[config.mk]
export PLATFORM = sky130hd
export DESIGN_NAME = line_burst_adapter_flat
export DESIGN_NICKNAME = d
export VERILOG_FILES = /design/src/rtl/cache_pkg.sv /design/src/rtl/line_burst_adapter_if.sv /design/src/rtl/line_burst_adapter.sv /design/src/flat_wrapper.sv
export SDC_FILE = /design/constraint.sdc
export NUM_CORES = 1
export LEC_CHECK = 0
export CORE_AREA = 10 10 272 274
export DETAILED_ROUTE_END_ITERATION = 7
export DIE_AREA = 0 0 282 284
export DONT_BUFFER_PORTS = 1
export PLACE_DENSITY = 0.41
export SLEW_MARGIN = 10
export SYNTH_ARGS = -nofsm -noshare
export SYNTH_HDL_FRONTEND = slang
export SYNTH_SLANG_ARGS = --single-unit
[constraint.sdc]
create_clock -name clk -period 3.6 [get_ports clk]
set_input_delay 0.72 -clock clk [delete_from_list [all_inputs] [get_ports clk]]
set_output_delay 0.72 -clock clk [all_outputs]
set_load 0.02 [all_outputs]
[src/rtl/cache_pkg.sv]
// Shared cache/memory package: line and beat geometry
// plus the burst adapter state encoding.
package cache_pkg;

  localparam int LINE_W   = 256;
  localparam int BEAT_W   = 64;
  localparam int ADDR_W   = 32;
  localparam int OFFSET_W = 5;
  localparam int BEATS    = LINE_W / BEAT_W;
  localparam int BEAT_CW  = $clog2(BEATS);

  typedef enum logic [1:0] {
    ST_IDLE,
    ST_READ,
    ST_WRITE,
    ST_DONE
  } burst_state_t;

endpackage

[src/rtl/line_burst_adapter_if.sv]
// Cache-line request port and memory burst port of the
// line burst adapter; slave is the adapter side.
interface line_burst_adapter_if;
  import cache_pkg::*;

  logic [ADDR_W-1:0] line_addr_i;
  logic              line_read_i;
  logic              line_write_i;
  logic [LINE_W-1:0] line_wdata_i;
  logic [LINE_W-1:0] line_rdata_o;
  logic              line_resp_o;
  logic [ADDR_W-1:0] mem_addr_o;
  logic              mem_read_o;
  logic              mem_write_o;
  logic [BEAT_W-1:0] mem_wdata_o;
  logic [BEAT_W-1:0] mem_rdata_i;
  logic              mem_resp_i;

  modport slave (
    input  line_addr_i, line_read_i, line_write_i,
    input  line_wdata_i, mem_rdata_i, mem_resp_i,
    output line_rdata_o, line_resp_o, mem_addr_o,
    output mem_read_o, mem_write_o, mem_wdata_o
  );

  modport master (
    output line_addr_i, line_read_i, line_write_i,
    output line_wdata_i, mem_rdata_i, mem_resp_i,
    input  line_rdata_o, line_resp_o, mem_addr_o,
    input  mem_read_o, mem_write_o, mem_wdata_o
  );

endinterface

[src/rtl/line_burst_adapter.sv]
// Turns one cache-line read/write into a 4-beat memory
// burst through a local line buffer.
module line_burst_adapter
  import cache_pkg::*;
(
  input  logic                 clk,
  input  logic                 rst,
  line_burst_adapter_if.slave  bus
);

  localparam logic [BEAT_CW-1:0] LAST = BEAT_CW'(BEATS-1);

  burst_state_t        state_q, state_d;
  logic [BEAT_CW-1:0]  beat_q, beat_d;
  logic [LINE_W-1:0]   buf_q, buf_d;
  logic [ADDR_W-1:0]   addr_q, addr_d;
  logic [ADDR_W-1:0]   addr_aligned;

  assign addr_aligned = {bus.line_addr_i[ADDR_W-1:OFFSET_W],
                         OFFSET_W'(0)};

  // Next-state: accept in IDLE, step beats on mem_resp_i
  always_comb begin
    state_d = state_q;
    beat_d  = beat_q;
    buf_d   = buf_q;
    addr_d  = addr_q;
    unique case (state_q)
      ST_IDLE: begin
        if (bus.line_read_i) begin
          addr_d  = addr_aligned;
          beat_d  = '0;
          state_d = ST_READ;
        end else if (bus.line_write_i) begin
          addr_d  = addr_aligned;
          beat_d  = '0;
          buf_d   = bus.line_wdata_i;
          state_d = ST_WRITE;
        end
      end
      ST_READ: begin
        if (bus.mem_resp_i) begin
          buf_d[BEAT_W*beat_q +: BEAT_W] = bus.mem_rdata_i;
          beat_d = beat_q + BEAT_CW'(1);
          if (beat_q == LAST) state_d = ST_DONE;
        end
      end
      ST_WRITE: begin
        if (bus.mem_resp_i) begin
          beat_d = beat_q + BEAT_CW'(1);
          if (beat_q == LAST) state_d = ST_DONE;
        end
      end
      ST_DONE: begin
        state_d = ST_IDLE;
      end
      default: begin
        state_d = ST_IDLE;
      end
    endcase
  end

  // State register; reset also discards any partial line
  always_ff @(posedge clk) begin
    if (rst) begin
      state_q <= ST_IDLE;
      beat_q  <= '0;
      buf_q   <= '0;
      addr_q  <= '0;
    end else begin
      state_q <= state_d;
      beat_q  <= beat_d;
      buf_q   <= buf_d;
      addr_q  <= addr_d;
    end
  end

  assign bus.mem_addr_o   = addr_q;
  assign bus.mem_read_o   = (state_q == ST_READ);
  assign bus.mem_write_o  = (state_q == ST_WRITE);
  assign bus.line_resp_o  = (state_q == ST_DONE);
  assign bus.line_rdata_o = buf_q;
  assign bus.mem_wdata_o  = (state_q == ST_WRITE)
                          ? buf_q[BEAT_W*beat_q +: BEAT_W]
                          : '0;

endmodule

[src/flat_wrapper.sv]
// flat-port wrapper written by rule: the top's interface ports become plain ports
module line_burst_adapter_flat import cache_pkg::*;
  (clk, rst, bus_line_addr_i, bus_line_read_i, bus_line_write_i, bus_line_wdata_i, bus_mem_rdata_i, bus_mem_resp_i, bus_line_rdata_o, bus_line_resp_o, bus_mem_addr_o, bus_mem_read_o, bus_mem_write_o, bus_mem_wdata_o);
  line_burst_adapter_if bus_i ();
  input  logic clk;
  input  logic rst;
  input wire logic [$bits(bus_i.line_addr_i)-1:0] bus_line_addr_i;
  input wire logic [$bits(bus_i.line_read_i)-1:0] bus_line_read_i;
  input wire logic [$bits(bus_i.line_write_i)-1:0] bus_line_write_i;
  input wire logic [$bits(bus_i.line_wdata_i)-1:0] bus_line_wdata_i;
  input wire logic [$bits(bus_i.mem_rdata_i)-1:0] bus_mem_rdata_i;
  input wire logic [$bits(bus_i.mem_resp_i)-1:0] bus_mem_resp_i;
  output wire logic [$bits(bus_i.line_rdata_o)-1:0] bus_line_rdata_o;
  output wire logic [$bits(bus_i.line_resp_o)-1:0] bus_line_resp_o;
  output wire logic [$bits(bus_i.mem_addr_o)-1:0] bus_mem_addr_o;
  output wire logic [$bits(bus_i.mem_read_o)-1:0] bus_mem_read_o;
  output wire logic [$bits(bus_i.mem_write_o)-1:0] bus_mem_write_o;
  output wire logic [$bits(bus_i.mem_wdata_o)-1:0] bus_mem_wdata_o;
  assign bus_i.line_addr_i = bus_line_addr_i;
  assign bus_i.line_read_i = bus_line_read_i;
  assign bus_i.line_write_i = bus_line_write_i;
  assign bus_i.line_wdata_i = bus_line_wdata_i;
  assign bus_i.mem_rdata_i = bus_mem_rdata_i;
  assign bus_i.mem_resp_i = bus_mem_resp_i;
  assign bus_line_rdata_o = bus_i.line_rdata_o;
  assign bus_line_resp_o = bus_i.line_resp_o;
  assign bus_mem_addr_o = bus_i.mem_addr_o;
  assign bus_mem_read_o = bus_i.mem_read_o;
  assign bus_mem_write_o = bus_i.mem_write_o;
  assign bus_mem_wdata_o = bus_i.mem_wdata_o;
  line_burst_adapter u_core (.clk(clk), .rst(rst), .bus(bus_i));
endmodule
==> summary.md <==
| Metric | Value |
|---|---|
| CTS tree | done |
| Post-CTS setup buffer count | 0 |
| Fraction of layout cells with a size suffix above 1 | just over 10% |
| Final hold vios | 0 |
| Clock-pin slew on the worst setup and hold paths | 0.05 ns |
| Reg2Reg Depth | 7 |
| Syn avg cell area | 8.63 µm² |
| Seq/Total Area, Yosys | 38.1% |
| TritonCTS Buffers | 38 |
| Crit-path cells | buf_12 -> mux4_2 -> and2_1 |
| # DRC | 0 |
| Hold Path Class | in -> reg |
| Maximum vdd drop | 0.457 mV |
| R2r startpoint | u_core.beat_q[0] |
| CP arrival | 2.49 ns |
| Starting density of the core | 22.1% |
| Routed wire per std cell | 27.9 µm |
| Max clock buf depth | 3 |
| Hold buffer count at CTS | 0 |
| F_max | between 300 and 400 MHz |
| CTS Sinks | 287 |
| Initial antenna violation count | 23 |
| Worst Path Required | 2.88 ns |
| Final setup vio count | 0 |
| DR pass1 iterations | 5 |
| CP Capture Type | output port |
| Setup TNS | 0 ns |
| Mapped cell area | 15100 µm² |
| RSZ-0062 raised after global routing | no |
| Slowest-stage cell, CP | dfxtp_4 |
| Pin count of the biggest net entering global routing | 288 |
| Slack of the worst reg-to-reg path | 0.89 ns |
| Largest stage delay on the critical path | 0.64 ns |
| Die width | approximately 280 µm |
| WL met1 | 27100 µm |
| Max-Cap Viols | 0 |
| Area of the multi-input gates | about 8400 µm² |
| H-tree depth | 2 |
| Via/cell ratio | 5.16 |
| Port Buffer Count | 0 |
| Max Slew Vio Count | 0 |
| Leak Pwr | 5.56 nW |
| Total Nets Final | about 2000 |
| Cells after synthesis | 1747 |
| Hold path start | rst |
| Min Clock Period, post-route | about 3.2 ns |
| Grt ovf | 0 |
| DR WL met2 | between 30000 and 40000 µm |
| Number of synthesized register bits | between 200 and 300 |
| I/O pins | 712 |
| Storage element area | 5750 µm² |
| PD cells | 964 nW/µm² |
| Die Ht | 284 µm |
| DRT iter0 DRCs | 988 |
| DP Area | 15700 µm² |
| Slew headroom | a little under a quarter |
| Critical path launch point type | register |
| CP top delay family | flip-flops |
| CTS root buf | clkbuf_16 |
| R2r endpoint | u_core.bus.line_rdata_o[155] |
| Finished Cell Area | 16900 µm² |
| Actual slew at the worst max-slew pin | 1.16 ns |
| WL met3 | 6340 µm |
| Vias | 13200 |
| DP Cell Count | 2484 |
| Most frequent cells in the layout | a21oi_1, dfxtp_1, nor2_1 |
| HPWL after detailed placement | 51300 µm |
| Latest clock arrival within the worst-skew pair | 0.55 ns |
| Worst Hold End | u_core.bus.line_rdata_o[28] |
| Cell Rows | 96 |
| P&R area growth vs syn | 12.0% |
| ANT nets after route | 0 |
| Gr usage total | 16.8% |
| Core area | between 60000 and 70000 µm² |
| Die ar. | 80100 µm² |
| Skew final | between 0.01 and 0.015 ns |
| RD Place Congestion | 0.866 |
| Run status | finished clean |
| Crit path buf inv count | 1 |
| First-pass GRT wire length | 101000 µm |
| Top layer in use | met5 |
| Synth Warn # | 0 |
| CP max FO | 37 |
| DRT Wirelength | 71500 µm |
| Synth cell types | 32 |
| Hold slack | between 0.2 and 0.3 ns |
| Hold Path Depth | 1 |
| Fin util | 24.7% |
| Final cycle utilization of the critical path | 89.2% |
| Final non-filler cell total | between 2000 and 3000 |
| Post-CTS sizing | 0 |
| Filler cell count | 7419 |
| Vias in the first global route | about 13000 |
| Setup CP Type | reg -> out |
[how the worst max path moves through the flow]
stage	from	to	slack [ns]	depth (start not counted)
floorplan	u_core.beat_q[1]	u_core.bus.line_rdata_o[142]	1.24	10
global placement	u_core.beat_q[0]	u_core.bus.line_rdata_o[156]	0.94	7
detailed placement	u_core.beat_q[0]	u_core.bus.line_rdata_o[159]	0.91	7
CTS	u_core.beat_q[0]	bus_mem_wdata_o[14]	0.33	3
global route	u_core.beat_q[0]	bus_mem_wdata_o[14]	0.26	3
finish	u_core.beat_q[0]	bus_mem_wdata_o[14]	0.39	3
[logic make-up (layout without fill, tap and decap cells)]
group | after synthesis | in the layout | synth area share [%]
adders and majority gates | 9 | 9 | 0.747
other | 1 | 18 | 0.0249
muxes | 67 | 67 | 9.76
buffers and inverters | 182 | 99 | 6.23
AOI/OAI and AO/OA | 549 | 549 | 23.2
and+or+nand+nor | 652 | 652 | 21.9
DFF | 287 | 287 | 38.1
[cell type report]
cell class                 count  share of cell area, %
timing repair buffer          28                   2.21
sequential                   287                   34.1
tap                          882                   6.53
clock buffer                  59                   6.65
clock inverter                 7                  0.274
inverter                       5                  0.111
antenna                       13                  0.193
multi-input combinational   1282                   50.0
[report_power, final]
part / internal [W] / switching (W) / leakage (nW)
combinational: 0.00206 / 0.00305 / 2.62
clock: 0.00215 / 0.00149 / 0.573
sequential: 0.00440 / 0.00312 / 2.36
total: 0.00861 / 0.00767 / 5.56
[synthesized netlist by cell type, drive strengths merged]
cell type	count	area [µm²]
nand2b	2	20.0
nand4b	1	8.76
nand2	58	218
buf	105	651
nand3b	1	11.3
mux2i	3	30.0
a21oi	285	1430
and3b	1	8.76
and3	1	6.26
a211oi	257	2000
ha	9	113
nand3	1	5.00
nor2	262	991
inv	5	18.8
and2	64	400
dfxtp	287	5750
conb	1	3.75
a22oi	5	57.6
o21ai	1	5.00
a221oi	1	8.76
nor2b	259	1620
and4	1	8.76
mux4	64	1440
and4b	1	10.0
clkbuf	72	270
[registers in the layout, indices dropped and copies added (netlist names)]
register	count
u_core.beat_q	2
u_core.bus.line_rdata_o	256
u_core.bus.mem_addr_o	27
u_core.state_q	2
[stage by stage]
stage	power [W]	worst slack, ns
floorplan	0.0109	1.24
global placement	0.0127	0.939
detailed placement	0.0128	0.908
CTS	0.0165	0.332
global route	0.0173	0.260
finish	0.0163	0.390
[per-layer routing]
metal	vias up	global-route usage [%]
met5	-	0
met3	119	4.93
met1	6439	19.4
met4	16	5.38
li1	5996	-
met2	663	29.3
Power figures use the tool's default switching activity.
==> patch, RTL diff (same flow settings) <==
Make the reset (`rst`) asynchronous in one clocked block.
--- a/src/rtl/line_burst_adapter.sv
+++ b/src/rtl/line_burst_adapter.sv
@@ -62,5 +62,5 @@
 
   // State register; reset also discards any partial line
-  always_ff @(posedge clk) begin
+  always_ff @(posedge clk or posedge rst) begin
     if (rst) begin
       state_q <= ST_IDLE;
Check against the original RTL: not equivalent (a bounded check fails within 4 cycles, from zero or initial values and one cycle with rst high; the reset may be asserted at any time).
==> patch against the unedited design <==
  * Count of clock-buffer cells in the layout is 1 higher
  * Routed wire length is 9.4% higher
  * Global-route usage is 1.9 points higher
  * Die area stayed put
  * Non-clock buffer count is 9 higher
  * Combinational power is 95% higher
  * Synthesized area is 11% higher
  * Design area is 13% higher
  * Power is 39% higher
  * Setup slack worse by 0.16 ns
  * Synthesized cell count is 23% lower
  * Via count is 2.6% lower
  * Sequential cell count stayed put
  * Highest routed layer unchanged
==> patch: results <==
group,metric,value,unit
critical_path,path_delay_family,"buffers and inverters",
global_route,antenna_found_initial,4,
route,avgViaCountPerCell,5.89,
global_route,grt_usage,0.188,
critical_path,slowest_delay,0.72,ns
synth,yosysUniqueCellTypes,31,
synth,synth_compound_area_frac,0.151,
route,drtIter0Drc,1123,
sta,relSlewSlack,0.306,
pwr,irDropWorstVdd,0.674,mV
critical_path,r2r-start,"u_core.state_q[1]$_DFFE_PP0P_",
synth,synthAdderAreaFrac,0.00671,
pwr,internal_power,11.7,mW
global_route,grt_pass1_vias,13900,
critical_path,cp_slowest_cell,"buf_4",
global_route,grt_start_max_net_pins,123,
placement,gp_congestion,0.790,
placement,place_hpwl,53.2,mm
global_route,grt_pass1_wl,112,mm
critical_path,arrival,2.65,ns
worst_hold_path,hold_class,"primary input to async pin",
outcome,status,"finished, final reports clean",
synth,yosysSeqAreaShare,0.428,
critical_path,critPathLaunch,"u_core.beat_q[0]$_DFFE_PP0P_",
layout,fill_cells,7060,
synth,async_reset_ff_frac,1.00,
synth,synth_area_leaders,"dfrtp_1 43%, mux2_2 16%, mux4_2 8.6%",
route,post_drt_wl_per_cell,35.8,um
synth,synthFlopType,"dfrtp_1",
sta,skew,0.0124,ns
pwr,p_leak,7.47,nW
[patch: cell types whose count changed in the layout (fill, tap and decap cells not counted), sizes merged, moves of 128 or more]
cell    delta
dfxtp    -287
a32o     +128
nor2     -260
a211oi   -257
dfrtp    +287
a21oi    -284
mux2     +283
nor2b    -257
[patch: routing by layer]
layer / up-vias / track usage / part of all wire
met5: - / 0 / 0.00029
met4: 4 / 0.0527 / 0.023
met3: 106 / 0.0643 / 0.10
met2: 779 / 0.329 / 0.51
met1: 6902 / 0.211 / 0.37
li1: 5099 / - / -
[patch: power by group through the flow]
stage / Clock [mW] / Combinational (mW) / Sequential, mW
after detailed placement: 0 / 10.1 / 8.74
after global placement: 0 / 9.85 / 8.73
final: 4.03 / 9.96 / 8.62
after floorplan: 0 / 7.43 / 7.61
after global routing: 4.27 / 10.7 / 8.83
after CTS: 4.14 / 10.1 / 8.69
[patch: cells by family after synthesis]
logic type	Yosys count
mux	349
flops	287
fa+ha+maj	9
simple gates	210
buf+inv	229
compound gates	267
other cells	1
[patch: cell type report]
class / instances / share of cell area
Multi-Input combinational cell: 840 / 0.457
Sequential cell: 287 / 0.378
Clock buffer: 60 / 0.0603
Tap cell: 882 / 0.0580
Timing Repair Buffer: 37 / 0.0244
Inverter: 70 / 0.0143
Clock inverter: 10 / 0.00802
Antenna cell: 1 / 0.000131
[patch: worst paths after layout]
kind                                                                 end  slack [ns]  depth (start not counted)
max in group asynchronous       u_core.bus.line_rdata_o[217]$_DFFE_PP0P_        2.36                          2
min in group clk                   u_core.bus.mem_addr_o[14]$_DFFE_PP0P_        0.32                          1
worst min-delay path               u_core.bus.mem_addr_o[14]$_DFFE_PP0P_        0.06                          1
worst max-delay path                                 bus_mem_wdata_o[52]        0.23                          3
worst min register to register     u_core.bus.mem_addr_o[24]$_DFFE_PP0P_        0.68                          1
worst max register to register   u_core.bus.line_rdata_o[75]$_DFFE_PP0P_        0.87                          6
[patch: worst register-to-register path, cell delays in order (launching register included)]
cell,delay [ns]
dfrtp_1,0.41
inv_1,0.15
ha_4,0.30
and3b_4,0.88
buf_12,0.38
a32o_1,0.40
mux2_2,0.15
[patch: through the flow]
| stage | area, um2 | std cells | hold WS, ns | total power [mW] |
|---|---|---|---|---|
| 6_report | 19000 | 2187 | 0.0608 | 22.6 |
| 5_1_grt | 19000 | 2186 | 0.0632 | 23.8 |
| 4_1_cts | 19000 | 2186 | 0.0453 | 22.9 |
| 3_5_place_dp | 17700 | 2116 | 0.652 | 18.8 |
| 3_3_place_gp | 17700 | 2116 | 0.653 | 18.6 |
| 2_1_floorplan | 16800 | 1356 | 0.553 | 15.0 |
